`config.mk`:
```
export PLATFORM = sky130hd
export DESIGN_NAME = rx_link_fault_monitor_flat
export DESIGN_NICKNAME = d
export VERILOG_FILES = /design/src/rtl/rx_link_fault_monitor_if.sv /design/src/rtl/rx_link_fault_monitor.sv /design/src/flat_wrapper.sv
export SDC_FILE = /design/constraint.sdc
export NUM_CORES = 1
export LEC_CHECK = 0
export ABC_AREA = 1
export CAP_MARGIN = 20
export CORE_ASPECT_RATIO = 2
export CORE_MARGIN = 3
export CORE_UTILIZATION = 44
export DETAILED_ROUTE_END_ITERATION = 10
export PLACE_DENSITY_LB_ADDON = 0.2
export SLEW_MARGIN = 20
export SYNTH_ARGS = -nofsm -noshare
export SYNTH_HDL_FRONTEND = slang
export SYNTH_SLANG_ARGS = --single-unit
```
`constraint.sdc`:
```
create_clock -name rxclk -period 2.6 [get_ports rxclk]
set_input_delay 0.26 -clock rxclk [delete_from_list [all_inputs] [get_ports rxclk]]
set_output_delay 0.26 -clock rxclk [all_outputs]
set_load 0.01 [all_outputs]
```
`src/rtl/rx_link_fault_monitor_if.sv`:
```
`default_nettype none
// +----------------------------------------------------------------------+
// | rx_link_fault_monitor_if : XGMII receive stream in, registered       |
// | stream plus link fault status out.   Rev 1.0                         |
// +----------------------------------------------------------------------+
interface rx_link_fault_monitor_if;
    logic [63:0] rxd64_in;
    logic [7:0]  rxc8_in;
    logic [63:0] rxd64;
    logic [7:0]  rxc8;
    logic [1:0]  link_fault;
    logic        seq_detect;

    modport master (
        output rxd64_in, rxc8_in,
        input  rxd64, rxc8, link_fault, seq_detect
    );

    modport slave (
        input  rxd64_in, rxc8_in,
        output rxd64, rxc8, link_fault, seq_detect
    );
endinterface
`default_nettype wire

```
`src/rtl/rx_link_fault_monitor.sv`:
```
`default_nettype none
// +----------------------------------------------------------------------+
// | rx_link_fault_monitor : detects XGMII fault ordered sets and runs    |
// | the link fault state machine.   Rev 1.0                              |
// +----------------------------------------------------------------------+
module rx_link_fault_monitor #(
    parameter int COL_WINDOW = 128,
    parameter int SEQ_THRESH = 4,
    parameter int CNT_W      = 8
) (
    input  wire logic              rxclk,
    input  wire logic              reset,
    rx_link_fault_monitor_if.slave bus
);
    localparam int SEQ_W = $clog2(SEQ_THRESH + 1);
    localparam logic [CNT_W-1:0] C_WINDOW = CNT_W'(COL_WINDOW);
    localparam logic [SEQ_W-1:0] C_THRESH = SEQ_W'(SEQ_THRESH);
    localparam logic [SEQ_W-1:0] C_ONE    = SEQ_W'(1);

    typedef enum logic [1:0] {SEQ_NONE, SEQ_LOCAL, SEQ_REMOTE} seq_type_t;
    // State encoding doubles as the link_fault output value.
    typedef enum logic [1:0] {ST_OK = 2'b00, ST_LOCAL = 2'b10, ST_REMOTE = 2'b11} state_t;

    state_t            r_state, w_state;
    seq_type_t         r_seq_type, w_seq_type, w_col_kind;
    logic [CNT_W-1:0]  r_col_cnt, w_col_cnt;
    logic [SEQ_W-1:0]  r_seq_cnt, w_seq_cnt;
    logic              w_seq_any;
    logic [63:0]       r_rxd64;
    logic [7:0]        r_rxc8;
    logic              r_seq_detect;

    function automatic seq_type_t decode_col(input logic [31:0] d, input logic [3:0] k);
        seq_type_t t;
        t = SEQ_NONE;
        if (k == 4'b0001 && d[7:0] == 8'h9C && d[15:8] == 8'h00 && d[23:16] == 8'h00) begin
            if (d[31:24] == 8'h01)
                t = SEQ_LOCAL;
            else if (d[31:24] == 8'h02)
                t = SEQ_REMOTE;
        end
        return t;
    endfunction

    // Column A then column B, each step seeing the result of the previous one.
    always_comb begin
        w_state    = r_state;
        w_seq_type = r_seq_type;
        w_col_cnt  = r_col_cnt;
        w_seq_cnt  = r_seq_cnt;
        w_col_kind = SEQ_NONE;
        w_seq_any  = 1'b0;
        for (int c = 0; c < 2; c++) begin
            w_col_kind = decode_col(bus.rxd64_in[32*c +: 32], bus.rxc8_in[4*c +: 4]);
            if (w_col_kind == SEQ_NONE) begin
                if (w_col_cnt < C_WINDOW)
                    w_col_cnt = w_col_cnt + 1'b1;
                if (w_state != ST_OK && w_col_cnt == C_WINDOW) begin
                    w_state   = ST_OK;
                    w_seq_cnt = '0;
                end
            end else begin
                w_seq_any = 1'b1;
                if (w_col_kind != w_seq_type || w_col_cnt >= C_WINDOW) begin
                    w_seq_type = w_col_kind;
                    w_seq_cnt  = C_ONE;
                end else if (w_seq_cnt < C_THRESH) begin
                    w_seq_cnt = w_seq_cnt + 1'b1;
                end
                w_col_cnt = '0;
                if (w_seq_cnt == C_THRESH)
                    w_state = (w_col_kind == SEQ_LOCAL) ? ST_LOCAL : ST_REMOTE;
            end
        end
    end

    always_ff @(posedge rxclk) begin
        if (!reset) begin
            r_state      <= ST_OK;
            r_seq_type   <= SEQ_NONE;
            r_col_cnt    <= '0;
            r_seq_cnt    <= '0;
            r_rxd64      <= 64'h0707070707070707;
            r_rxc8       <= 8'hFF;
            r_seq_detect <= 1'b0;
        end else begin
            r_state      <= w_state;
            r_seq_type   <= w_seq_type;
            r_col_cnt    <= w_col_cnt;
            r_seq_cnt    <= w_seq_cnt;
            r_rxd64      <= bus.rxd64_in;
            r_rxc8       <= bus.rxc8_in;
            r_seq_detect <= w_seq_any;
        end
    end

    assign bus.rxd64      = r_rxd64;
    assign bus.rxc8       = r_rxc8;
    assign bus.link_fault = r_state;
    assign bus.seq_detect = r_seq_detect;
endmodule
`default_nettype wire

```
`src/flat_wrapper.sv`:
```
// flat-port wrapper written by rule: the top's interface ports become plain ports
module rx_link_fault_monitor_flat 
#(
    parameter int COL_WINDOW = 128,
    parameter int SEQ_THRESH = 4,
    parameter int CNT_W      = 8
)
  (rxclk, reset, bus_rxd64_in, bus_rxc8_in, bus_rxd64, bus_rxc8, bus_link_fault, bus_seq_detect);
  rx_link_fault_monitor_if bus_i ();
  input  wire logic rxclk;
  input  wire logic reset;
  input wire logic [$bits(bus_i.rxd64_in)-1:0] bus_rxd64_in;
  input wire logic [$bits(bus_i.rxc8_in)-1:0] bus_rxc8_in;
  output wire logic [$bits(bus_i.rxd64)-1:0] bus_rxd64;
  output wire logic [$bits(bus_i.rxc8)-1:0] bus_rxc8;
  output wire logic [$bits(bus_i.link_fault)-1:0] bus_link_fault;
  output wire logic [$bits(bus_i.seq_detect)-1:0] bus_seq_detect;
  assign bus_i.rxd64_in = bus_rxd64_in;
  assign bus_i.rxc8_in = bus_rxc8_in;
  assign bus_rxd64 = bus_i.rxd64;
  assign bus_rxc8 = bus_i.rxc8;
  assign bus_link_fault = bus_i.link_fault;
  assign bus_seq_detect = bus_i.seq_detect;
  rx_link_fault_monitor #(.COL_WINDOW(COL_WINDOW), .SEQ_THRESH(SEQ_THRESH), .CNT_W(CNT_W)) u_core (.rxclk(rxclk), .reset(reset), .bus(bus_i));
endmodule
```
Yosys cells after proc, flatten, opt, wreduce, memory -nomap -nowiden
Cells that the tools add are included.
{ "op_classes": {"mux": 35, "magnitude_cmp": 6, "addsub": 4, "eq_ne": 16, "n_reduce_logical": 19} }
{ "ops": {"columns": ["operator", "n"], "rows": [
  ["$mux 8", 5],
  ["$eq 8x8->1 const B", 4],
  ["$logic_not 8->1", 4],
  ["$mux 2", 16],
  ["$mux 3", 10],
  ["$add 8x1->8 const B", 2],
  ["$eq 8x1->1 const B", 2],
  ["$eq 8x2->1 const B", 2],
  ["$ge 8x8->1 const B", 2],
  ["$lt 8x8->1 const B", 2],
  ["$eq 4x1->1 const B", 2],
  ["$logic_and 1x1->1", 8],
  ["$add 3x1->3 const B", 2],
  ["$eq 3x3->1 const B", 2],
  ["$lt 3x3->1 const B", 2],
  ["$eq 2x1->1 const B", 2],
  ["$logic_not 2->1", 2],
  ["$mux 1", 4],
  ["$ne 2x2->1", 2],
  ["$reduce_bool 2->1", 2],
  ["$logic_or 1x1->1", 2],
  ["$reduce_and 2->1", 1]
]} }
{ "totals": {"output_inout_bits": 75, "elab_cells": 87, "in_bits": 74, "ff_bits": 88} }

Depth between registers and ports, before layout
Gate-level depths: netlist of the first run.
{ "depth": {"ltp_word": 18, "mapped_depth": 24, "ltp_nobuf": 23} }

Least setup slack after synthesis of the first run
Ideal clock, no wire load.
{ "synth_timing": {"path_type": "register -> register", "startpoint": "reg u_core.r_col_cnt[0]", "endpoint": "reg u_core.r_state[0] (netlist: u_core.bus.link_fault[0])", "required_time_ns": 2.487, "t_arrival_ns": 2.207, "setup_time_ns": 0.113, "period_less_slack_ns": 2.319, "setup_slack_ns": 0.281, "stages_incl_launch_ff": 21, "n_path_buf": 0, "cell_sequence": "dfxtp_1 inv_2 ha_1 nand2_1 o21ai_2 nor2_1 nand3_1 nor3_2 nand3_1 nand3_1 nand2_2 ha_1 inv_1 nand3_1 nand2_1 nor2_1 nor2_1 nand2_1 nand2_1 nand2_1 nor2_1"} }
{ "synth_via": {"elab_chain_len": 14, "word_cells_on_any_way": 38, "classes_between": "3 x add/sub; 5 x order compare; 5 x eq/ne; 20 x mux; 5 x reduce/logical"} }
{ "synth_lines": {"columns": ["element", "line", "rtl"], "rows": [
  ["start: declaration", "rx_link_fault_monitor.sv:26", "logic [CNT_W-1:0] r_col_cnt, w_col_cnt;"],
  ["start signal: assignment", "rx_link_fault_monitor.sv:89", "r_col_cnt <= w_col_cnt;"],
  ["$add 8x1->8 / $lt 8x8->1 (equally long branches)", "rx_link_fault_monitor.sv:57, rx_link_fault_monitor.sv:56", null],
  ["$mux 8", "rx_link_fault_monitor.sv:56", "if (w_col_cnt < C_WINDOW)"],
  ["$mux 8", "rx_link_fault_monitor.sv:55", "if (w_col_kind == SEQ_NONE) begin"],
  ["$eq 8x8->1", "rx_link_fault_monitor.sv:58", "if (w_state != ST_OK && w_col_cnt == C_WINDOW) begin"],
  ["$logic_and 1x1->1", "rx_link_fault_monitor.sv:58", null],
  ["$mux 3", "rx_link_fault_monitor.sv:58", null],
  ["$mux 3", "rx_link_fault_monitor.sv:55", null],
  ["$add 3x1->3 / $lt 3x3->1 (equally long branches)", "rx_link_fault_monitor.sv:68, rx_link_fault_monitor.sv:67", null],
  ["$mux 3", "rx_link_fault_monitor.sv:67", "end else if (w_seq_cnt < C_THRESH) begin"],
  ["$mux 3", "rx_link_fault_monitor.sv:64", "if (w_col_kind != w_seq_type || w_col_cnt >= C_WINDOW) begin"],
  ["$mux 3", "rx_link_fault_monitor.sv:55", null],
  ["$eq 3x3->1", "rx_link_fault_monitor.sv:71", "if (w_seq_cnt == C_THRESH)"],
  ["$mux 2", "rx_link_fault_monitor.sv:71", null],
  ["$mux 2 (*)", "rx_link_fault_monitor.sv:55", null],
  ["end signal: assignment", "rx_link_fault_monitor.sv:87", "r_state <= w_state;"],
  ["end: declaration", "rx_link_fault_monitor.sv:24", "state_t r_state, w_state;"]
]} }
Every way passes the cells marked *; elsewhere a longest branch is shown, timed or not. The select of a mux whose other input is x is not followed.
A chain may end at the register's enable or synchronous reset.

Final worst setup path of the first run
{ "layout_timing": {"startpoint": "in bus_rxd64_in[9]", "endpoint": "reg u_core.r_state[0] (netlist: u_core.bus.link_fault[0])"} }
{ "layout_via": {"elab_chain_len": 16, "word_cells_on_any_way": 37, "classes_between": "2 x add/sub; 3 x order compare; 6 x eq/ne; 18 x mux; 8 x reduce/logical"} }
{ "layout_lines": {"columns": ["element", "line", "rtl"], "rows": [
  ["start: declaration", "flat_wrapper.sv:12", "input wire logic [$bits(bus_i.rxd64_in)-1:0] bus_rxd64_in;"],
  ["$logic_not 8->1 (*)", "rx_link_fault_monitor.sv:36", "if (k == 4'b0001 && d[7:0] == 8'h9C && d[15:8] == 8'h00 && d[23:16] == 8'h00) begin"],
  ["$logic_and 1x1->1 (*) (2 in a row)", "rx_link_fault_monitor.sv:36", null],
  ["$mux 2 (*)", "rx_link_fault_monitor.sv:36", null],
  ["$ne 2x2->1", "rx_link_fault_monitor.sv:64", null],
  ["$logic_or 1x1->1", "rx_link_fault_monitor.sv:64", null],
  ["$mux 3", "rx_link_fault_monitor.sv:64", null],
  ["$mux 3 (2 in a row)", "rx_link_fault_monitor.sv:55", null],
  ["$add 3x1->3 / $lt 3x3->1 (equally long branches)", "rx_link_fault_monitor.sv:68, rx_link_fault_monitor.sv:67", null],
  ["$mux 3", "rx_link_fault_monitor.sv:67", null],
  ["$mux 3", "rx_link_fault_monitor.sv:64", null],
  ["$mux 3", "rx_link_fault_monitor.sv:55", null],
  ["$eq 3x3->1", "rx_link_fault_monitor.sv:71", null],
  ["$mux 2", "rx_link_fault_monitor.sv:71", null],
  ["$mux 2 (*)", "rx_link_fault_monitor.sv:55", null]
]} }
Marks and branches as above.

==> results of run 1 <==
==> critical path, stage by stage <==
cell and delay (ns):
clkdlybuf4s50_1 0.42, inv_2 0.07, nand2_2 0.06, nor2_4 0.11
buf_6 0.11, nand4_1 0.12, nor2_2 0.19, o21ai_2 0.12
buf_4 0.16, nor2_1 0.09, nand2_1 0.09, nand2_2 0.10
ha_4 0.20, inv_1 0.04, nand3_1 0.07, nand2_1 0.08
nor2_2 0.04, nor2_1 0.09, nand2_1 0.10, nand2_1 0.08
nand2_1 0.05, nor2_1 0.09
==> report_power, final <==
part / total, W / switching, W / internal (W)
Sequential: 0.00143 / 0.0000201 / 0.00141
Clock: 0.00129 / 0.000519 / 0.000769
Combinational: 0.000442 / 0.000193 / 0.000249
Total: 0.00316 / 0.000732 / 0.00243
==> through the flow <==
stage	util, %	area, um^2	setup TNS (ns)
3_3_place_gp	65.80	5690	-0.6731
5_1_grt	72.77	6294	-0.06839
2_1_floorplan	-	3916	0
3_5_place_dp	65.80	5690	-1.330
4_1_cts	69.23	5987	0
6_report	72.77	6294	0
==> synthesized netlist by cell type <==
cell        n
o21ai_1     3
dfxtp_1    88
clkbuf_1    9
nand3_1    31
nand3b_1    1
nand2_2     8
nand4_1    15
nor2_1     57
o21ai_2     4
buf_6       1
nor2_4      7
nand3_2     7
xor2_1      1
xnor2_1     1
nor3_2      1
nand2_1   162
a21oi_1    10
nor2_2      6
inv_2      13
a21oi_2     1
o211ai_1    2
nor4_1      1
or2_2      11
o21ai_0     6
nor3_1      3
inv_1     105
nand2_4     1
ha_1        5
inv_4       1
==> state kept, by name, indices dropped and copies added (netlist names) <==
register               cells
u_core.r_seq_cnt           3
u_core.r_seq_type          2
u_core.bus.seq_detect      1
u_core.bus.link_fault      2
u_core.bus.rxc8            8
u_core.r_col_cnt           8
u_core.bus.rxd64          64
==> cells by family (layout without fill, tap and decap cells) <==
| group | Yosys count | after routing | synth area share (%) |
|---|---|---|---|
| buffers and inverters | 129 | 323 | 12.62 |
| XOR/XNOR | 2 | 2 | 0.4474 |
| adder cells (fa/ha/maj) | 5 | 5 | 1.597 |
| AO/OA/AOI/OAI | 26 | 26 | 3.930 |
| AND/OR/NAND/NOR | 311 | 311 | 36.42 |
| flip-flops | 88 | 88 | 44.98 |
==> per-layer routing <==
metal / global-route usage (%) / vias to the layer above
li1: - / 2057
met1: 20.16 / 1884
met2: 45.38 / 141
met3: 6.146 / 47
met4: 13.04 / 0
met5: 0 / -
==> layout make-up <==
class | instances | area, um^2 | area share (%)
Tap cell | 100 | 125.1 | 1.988
Timing Repair Buffer | 189 | 1818 | 28.89
Clock inverter | 4 | 53.80 | 0.8549
Inverter | 119 | 454.2 | 7.217
Multi-Input combinational cell | 344 | 1832 | 29.11
Sequential cell | 88 | 1768 | 28.09
Clock buffer | 11 | 242.7 | 3.857
==> worst paths after layout <==
| kind | start | depth (start not counted) | endpoint |
|---|---|---|---|
| min | bus_rxd64_in[10] | 3 | u_core.bus.rxd64[10] |
| max reg2reg | u_core.r_col_cnt[1] | 20 | u_core.bus.link_fault[0] |
| min reg2reg | u_core.bus.link_fault[1] | 4 | u_core.bus.link_fault[1] |
| max | bus_rxd64_in[9] | 22 | u_core.bus.link_fault[0] |
==> timing repair <==
action,in CTS,in global routing
buffers inserted,0,12
resized for setup,0,73
setup endpoints to repair,0,5
==> metrics.md, run 1 <==
| Metric | Value |
|---|---|
| Met2 wire length | 6980 um |
| Sequential cell area fraction in the yosys report | 44.98% |
| Detailed Route Iter0 Violations | 212 |
| Hold WS | 0.1458 ns |
| Worst R2R Setup Slack | 0.17 ns |
| Antenna cells | 0 |
| Ys Warns | 0 |
| Nets | 830 |
| Initial antenna violation count | 0 |
| Row Count | 48 |
| Final WS setup | around 0.13 ns |
| Pre-CTS setup slack | -0.3027 ns |
| Syn_nets | 640 |
| Leakage power | 3.084 nW |
| Later-pin clock latency in the skew report | 0.34 ns |
| DRT antenna net count | 0 |
| Fillers | slightly below 700 |
| DR vias | 4129 |
| Count of cell types in the netlist | 29 |
| Highest clock rate | 405.3 MHz |
| Cell Area, Synth | 3916 um^2 |
| Slew headroom | 56.00% |
| Grt ovf | 0 |
| Outcome | finished clean |
| Crit. End Element | register |
| CTS tree | built |
| Die height | 139.4 um |
| # setup viols final | 0 |
| Layout Area Growth over Synthesis | 60.70% |
| Dpl hpwl | 9224 um |
| PwrDens | 502.2 nW/um^2 |
| Worst-path fanout max | 4 |
| Initial core utilization | a little under half |
| H-tree levels | 3 |
| WL final | 11890 um |
| Die Wd | approximately 73 um |
| CTS root buffer | clkbuf_16 |
| Total GRT Usage | 23.41% |
| CTS Buffer Depth | 2 |
| Most common cell after layout, fill and taps aside | nand2_1 |
| First-pass GRT wire length | 18470 um |
| Wirelength per Cell | 13.91 um |
| Post-layout min period | roughly 2.5 ns |
| I/O Buffers | 148 |
| Startpoint Class | input port |
| Residual DRC | 0 |
| Reg clk slew, reported paths | 0.06 ns |
| Max_cap viols | 0 |
| Synth Instances | approximately 560 |
| Worst endpoint data arrival time | 2.74 ns |
| I/O pin count | roughly 150 |
| Mean Syn Cell Area | approximately 7 um^2 |
| FF+latch count, synth | 88 |
| Final Power | 0.003161 W |
| Vias in the first global route | 4258 |
| Period utilisation layout | 94.89% |
| Worst EP required | 2.87 ns |
| Top post-synthesis cells by area | dfxtp_1 (45%), nand2_1 (16%), inv_1 (10%), nor2_1 (5.5%), nand3_1 (4.0%) |
| Largest net degree at the start of global routing | 68 |
| Die area | 10140 um^2 |
| Hold crit path type | input port to register |
| Largest area contributor in the netlist | dfxtp_1 |
| Worst vdd ir | 0.4409 mV |
| Commonest cells after routing, fill and taps aside | nand2_1 (148), clkdlybuf4s50_1 (135), inv_1 (97) |
| Share of layout cells above drive strength 1 | between 20% and 30% |
| Placeable Area | 8648 um^2 |
| WS Path Type | input port to register |
| Gpl congestion | 0.8513 |
| Fin. Hold Viols | 0 |
| Routed met1 length | approximately 3700 um |
| Max-slew violations | 0 |
| Post-synth top area share | 44.98% |
| Total clock sinks | 88 |
| Max Clock Skew | 0.009236 ns |
| Fin cells | between 800 and 900 |
| Vias per inst | 4.829 |
| Drt pass-1 iters | 4 |
| Post-placement cell count | slightly above 800 |
| Clock buffer count from CTS | 9 |
| Metal3 WL | 679 um |
| Uppermost layer routed | met4 |
| Slew @ Worst Pin | 0.6600 ns |
| Hold Buf Count CTS | 0 |
Note: power is estimated with default switching activity, not from simulation.
==> run 2, diff against run 1 <==
clock period = 2.7 ns   (was 2.6 ns; I/O delays follow)
==> run 2 against run 1 <==
  * Core utilization decreased by 2.3 points
  * Combinational power decreased by 6.8%
  * Sequential power is 3% lower
  * Die area unchanged
  * Worst setup slack gained 0.029 ns
  * Final cell count decreased by 1.5%
==> metrics.md, run 2 (same netlist as run 1, synthesis figures left out) <==
| Metric | Value |
|---|---|
| Hold crit path type | input port to register |
| Most common cell after layout, fill and taps aside | nand2_1 |
| Hold Buf Count CTS | 0 (unchanged) |
| Residual DRC | 0 (unchanged) |
| Fin util | 70.44% (-2.3 points) |
| Total GRT Usage | 22.87% (-0.54 points) |
| Wirelength per Cell | 13.40 um (-3.7%) |
| Worst R2R Setup Slack | 0.19 ns (+0.02 ns) |
| Worst-path fanout max | 3 (-1) |
| CTS root buffer | clkbuf_16 |
| Crit path capture | u_core.bus.link_fault[0] |
| Drt pass-1 iters | 4 (unchanged) |
| PwrDens | 512.5 nW/um^2 (+2.1%) |
| Largest net degree at the start of global routing | 68 (unchanged) |
| I/O Buffers | 148 (unchanged) |
| Critical Path, Cell by Cell | clkdlybuf4s50_1 > nand2_2 > inv_1 > nand2_1 > nor2_2 > nand2_1 > nor2_4 > nand3_1 > nand3_2 > nor2_4 > buf_4 > nand2_1 > nand2_2 > ha_1 > inv_1 > nand3_1 > nand2_1 > nor2_2 > nor2_1 > nand2_1 > nand2_1 > nand2_1 > nor2_1 |
| Initial core utilization | 45.28% (unchanged) |
| Final WS setup | 0.1624 ns (+0.02948 ns) |
| Critical hold path startpoint | reset |
| Reg clk slew, reported paths | 0.06 ns (about the same) |
| Reg2Reg Launch Point | u_core.r_col_cnt[0] |
| WL final | 11280 um (-5.1%) |
| Clock buffer count from CTS | 9 (unchanged) |
| Fin area | 6092 um^2 (-3.2%) |
| Reg2Reg Depth | 20 (unchanged) |
| Post-placement cell count | 824 (-0.48%) |
| CP startpoint | bus_rxd64_in[7] |
| DRT antenna net count | 0 (unchanged) |
| Die height | 139.4 um (unchanged) |
| Layout Area Growth over Synthesis | 55.56% |
| Nets | 817 (-1.6%) |
| Leakage power | 2.932 nW (-5.0%) |
| Worst endpoint data arrival time | 2.77 ns (+0.03 ns) |
| R2R Path End | u_core.bus.link_fault[0] |
| Grt ovf | 0 (unchanged) |
| First-pass GRT wire length | 18130 um (-1.9%) |
| Placeable Area | 8648 um^2 (unchanged) |
| Highest clock rate | 394.1 MHz |
| Total clock sinks | 88 (unchanged) |
| I/O pin count | 149 (unchanged) |
| Critical path's slowest cell | clkdlybuf4s50_1 |
| Commonest cells after routing, fill and taps aside | nand2_1 (157), clkdlybuf4s50_1 (147), inv_1 (103) |
| Pre-CTS setup slack | -0.1611 ns (+0.1416 ns) |
| Gpl congestion | 0.8641 (+1.5%) |
| Max FFs per register | 64 (unchanged) |
| Vias per inst | 4.825 (about the same) |
| Fin. Hold Viols | 0 (unchanged) |
| Share of layout cells above drive strength 1 | 17.25% (-4.7 points) |
| CTS tree | built |
| Later-pin clock latency in the skew report | 0.33 ns (about the same) |
| Most frequent CP cell | nand2_1 |
| Crit. End Element | register |
| Dpl cell area | 5660 um^2 (-0.53%) |
| # setup viols final | 0 (unchanged) |
| H-tree levels | 3 (unchanged) |
| Fin cells | 842 (-1.5%) |
| DR vias | 4063 (-1.6%) |
| Max_cap viols | 0 (unchanged) |
| CTS Buffer Depth | 2 (unchanged) |
| Dpl hpwl | 9058 um (-1.8%) |
| Vias in the first global route | 4234 (-0.56%) |
| Detailed Route Iter0 Violations | 153 (-28%) |
| Startpoint Class | input port |
| Period utilisation layout | 93.98% |
| Row Count | 48 (unchanged) |
| Outcome | finished clean |
| Initial antenna violation count | 0 (unchanged) |
| WS Path Type | input port to register |
| Worst EP required | 2.93 ns (+0.06 ns) |
| Worst vdd ir | 0.5203 mV (+18%) |
| Antenna cells | 0 (unchanged) |
| Die area | 10140 um^2 (unchanged) |
| Max-slew violations | 0 (unchanged) |
| Peak per-stage delay on the critical path | 0.50 ns (+0.08 ns) |
| Max Clock Skew | 0.002633 ns (-0.006603 ns) |
| Post-layout min period | roughly 2.5 ns |
| Slew @ Worst Pin | 0.6461 ns (-0.01392 ns) |
| Slew headroom | 56.93% (+0.93 points) |
| Die Wd | 72.71 um (unchanged) |
| Hold WS | 0.4348 ns (+0.2890 ns) |
-- run 2: cell count changes in the layout (fill, tap and decap cells not counted), sizes merged --
cell	previous run	this run
dlymetal6s2s	12	0
clkinvlp	2	1
clkdlybuf4s50	135	147
bufinv	1	2
buf	42	29
-- run 2: metrics by stage --
step | setup TNS [ns] | total power [W]
2_1_floorplan | 0 | 0.001543
3_3_place_gp | -0.3089 | 0.001804
3_5_place_dp | -0.6834 | 0.001813
4_1_cts | 0 | 0.003142
5_1_grt | -0.004969 | 0.003239
6_report | 0 | 0.003122
-- run 2: layer usage --
layer | global-route usage [%] | vias to the layer above | wire length, um
met5 | 0 | - | 0
met4 | 13.13 | 0 | 574
met3 | 7.086 | 38 | 709
met2 | 43.85 | 125 | 6450
met1 | 19.28 | 1859 | 3547
li1 | - | 2041 | -
-- run 2: layout make-up --
cell class                      count  area (um^2)
Multi-Input combinational cell    344         1747
Tap cell                          100        125.1
Clock inverter                      4        76.32
Timing Repair Buffer              176         1687
Fill cell                         714         2556
Inverter                          119        449.2
Clock buffer                       11        242.7
Sequential cell                    88         1765
-- run 2: worst min path at each step --
| stage | endpoint | slack (ns) | cells past startpoint |
|---|---|---|---|
| 6_report | u_core.r_seq_type[0] | 0.43 | 3 |
| 5_1_grt | u_core.bus.rxd64[10] | 0.47 | 3 |
| 4_1_cts | u_core.r_seq_type[0] | 0.45 | 3 |
| 3_5_place_dp | u_core.bus.link_fault[1] | 0.63 | 4 |
| 3_3_place_gp | u_core.bus.link_fault[1] | 0.61 | 4 |
| 2_1_floorplan | u_core.bus.rxd64[16] | 0.35 | 2 |
-- run 2: power breakdown --
part           total, W  internal, W  switching (W)
logic          0.000412     0.000234       0.000178
clock network   0.00133     0.000834       0.000498
registers       0.00138      0.00136      0.0000188
-- run 2: critical path, delay by kind of cell --
family / cells / cell delay, ns
fa+ha+maj: 1 / 0.27
buf+inv: 4 / 0.71
simple gates: 18 / 1.52
-- run 2: what timing repair did --
action	CTS	global route
buffers inserted	0	3
setup endpoints to repair	0	5
gates resized for setup	0	29
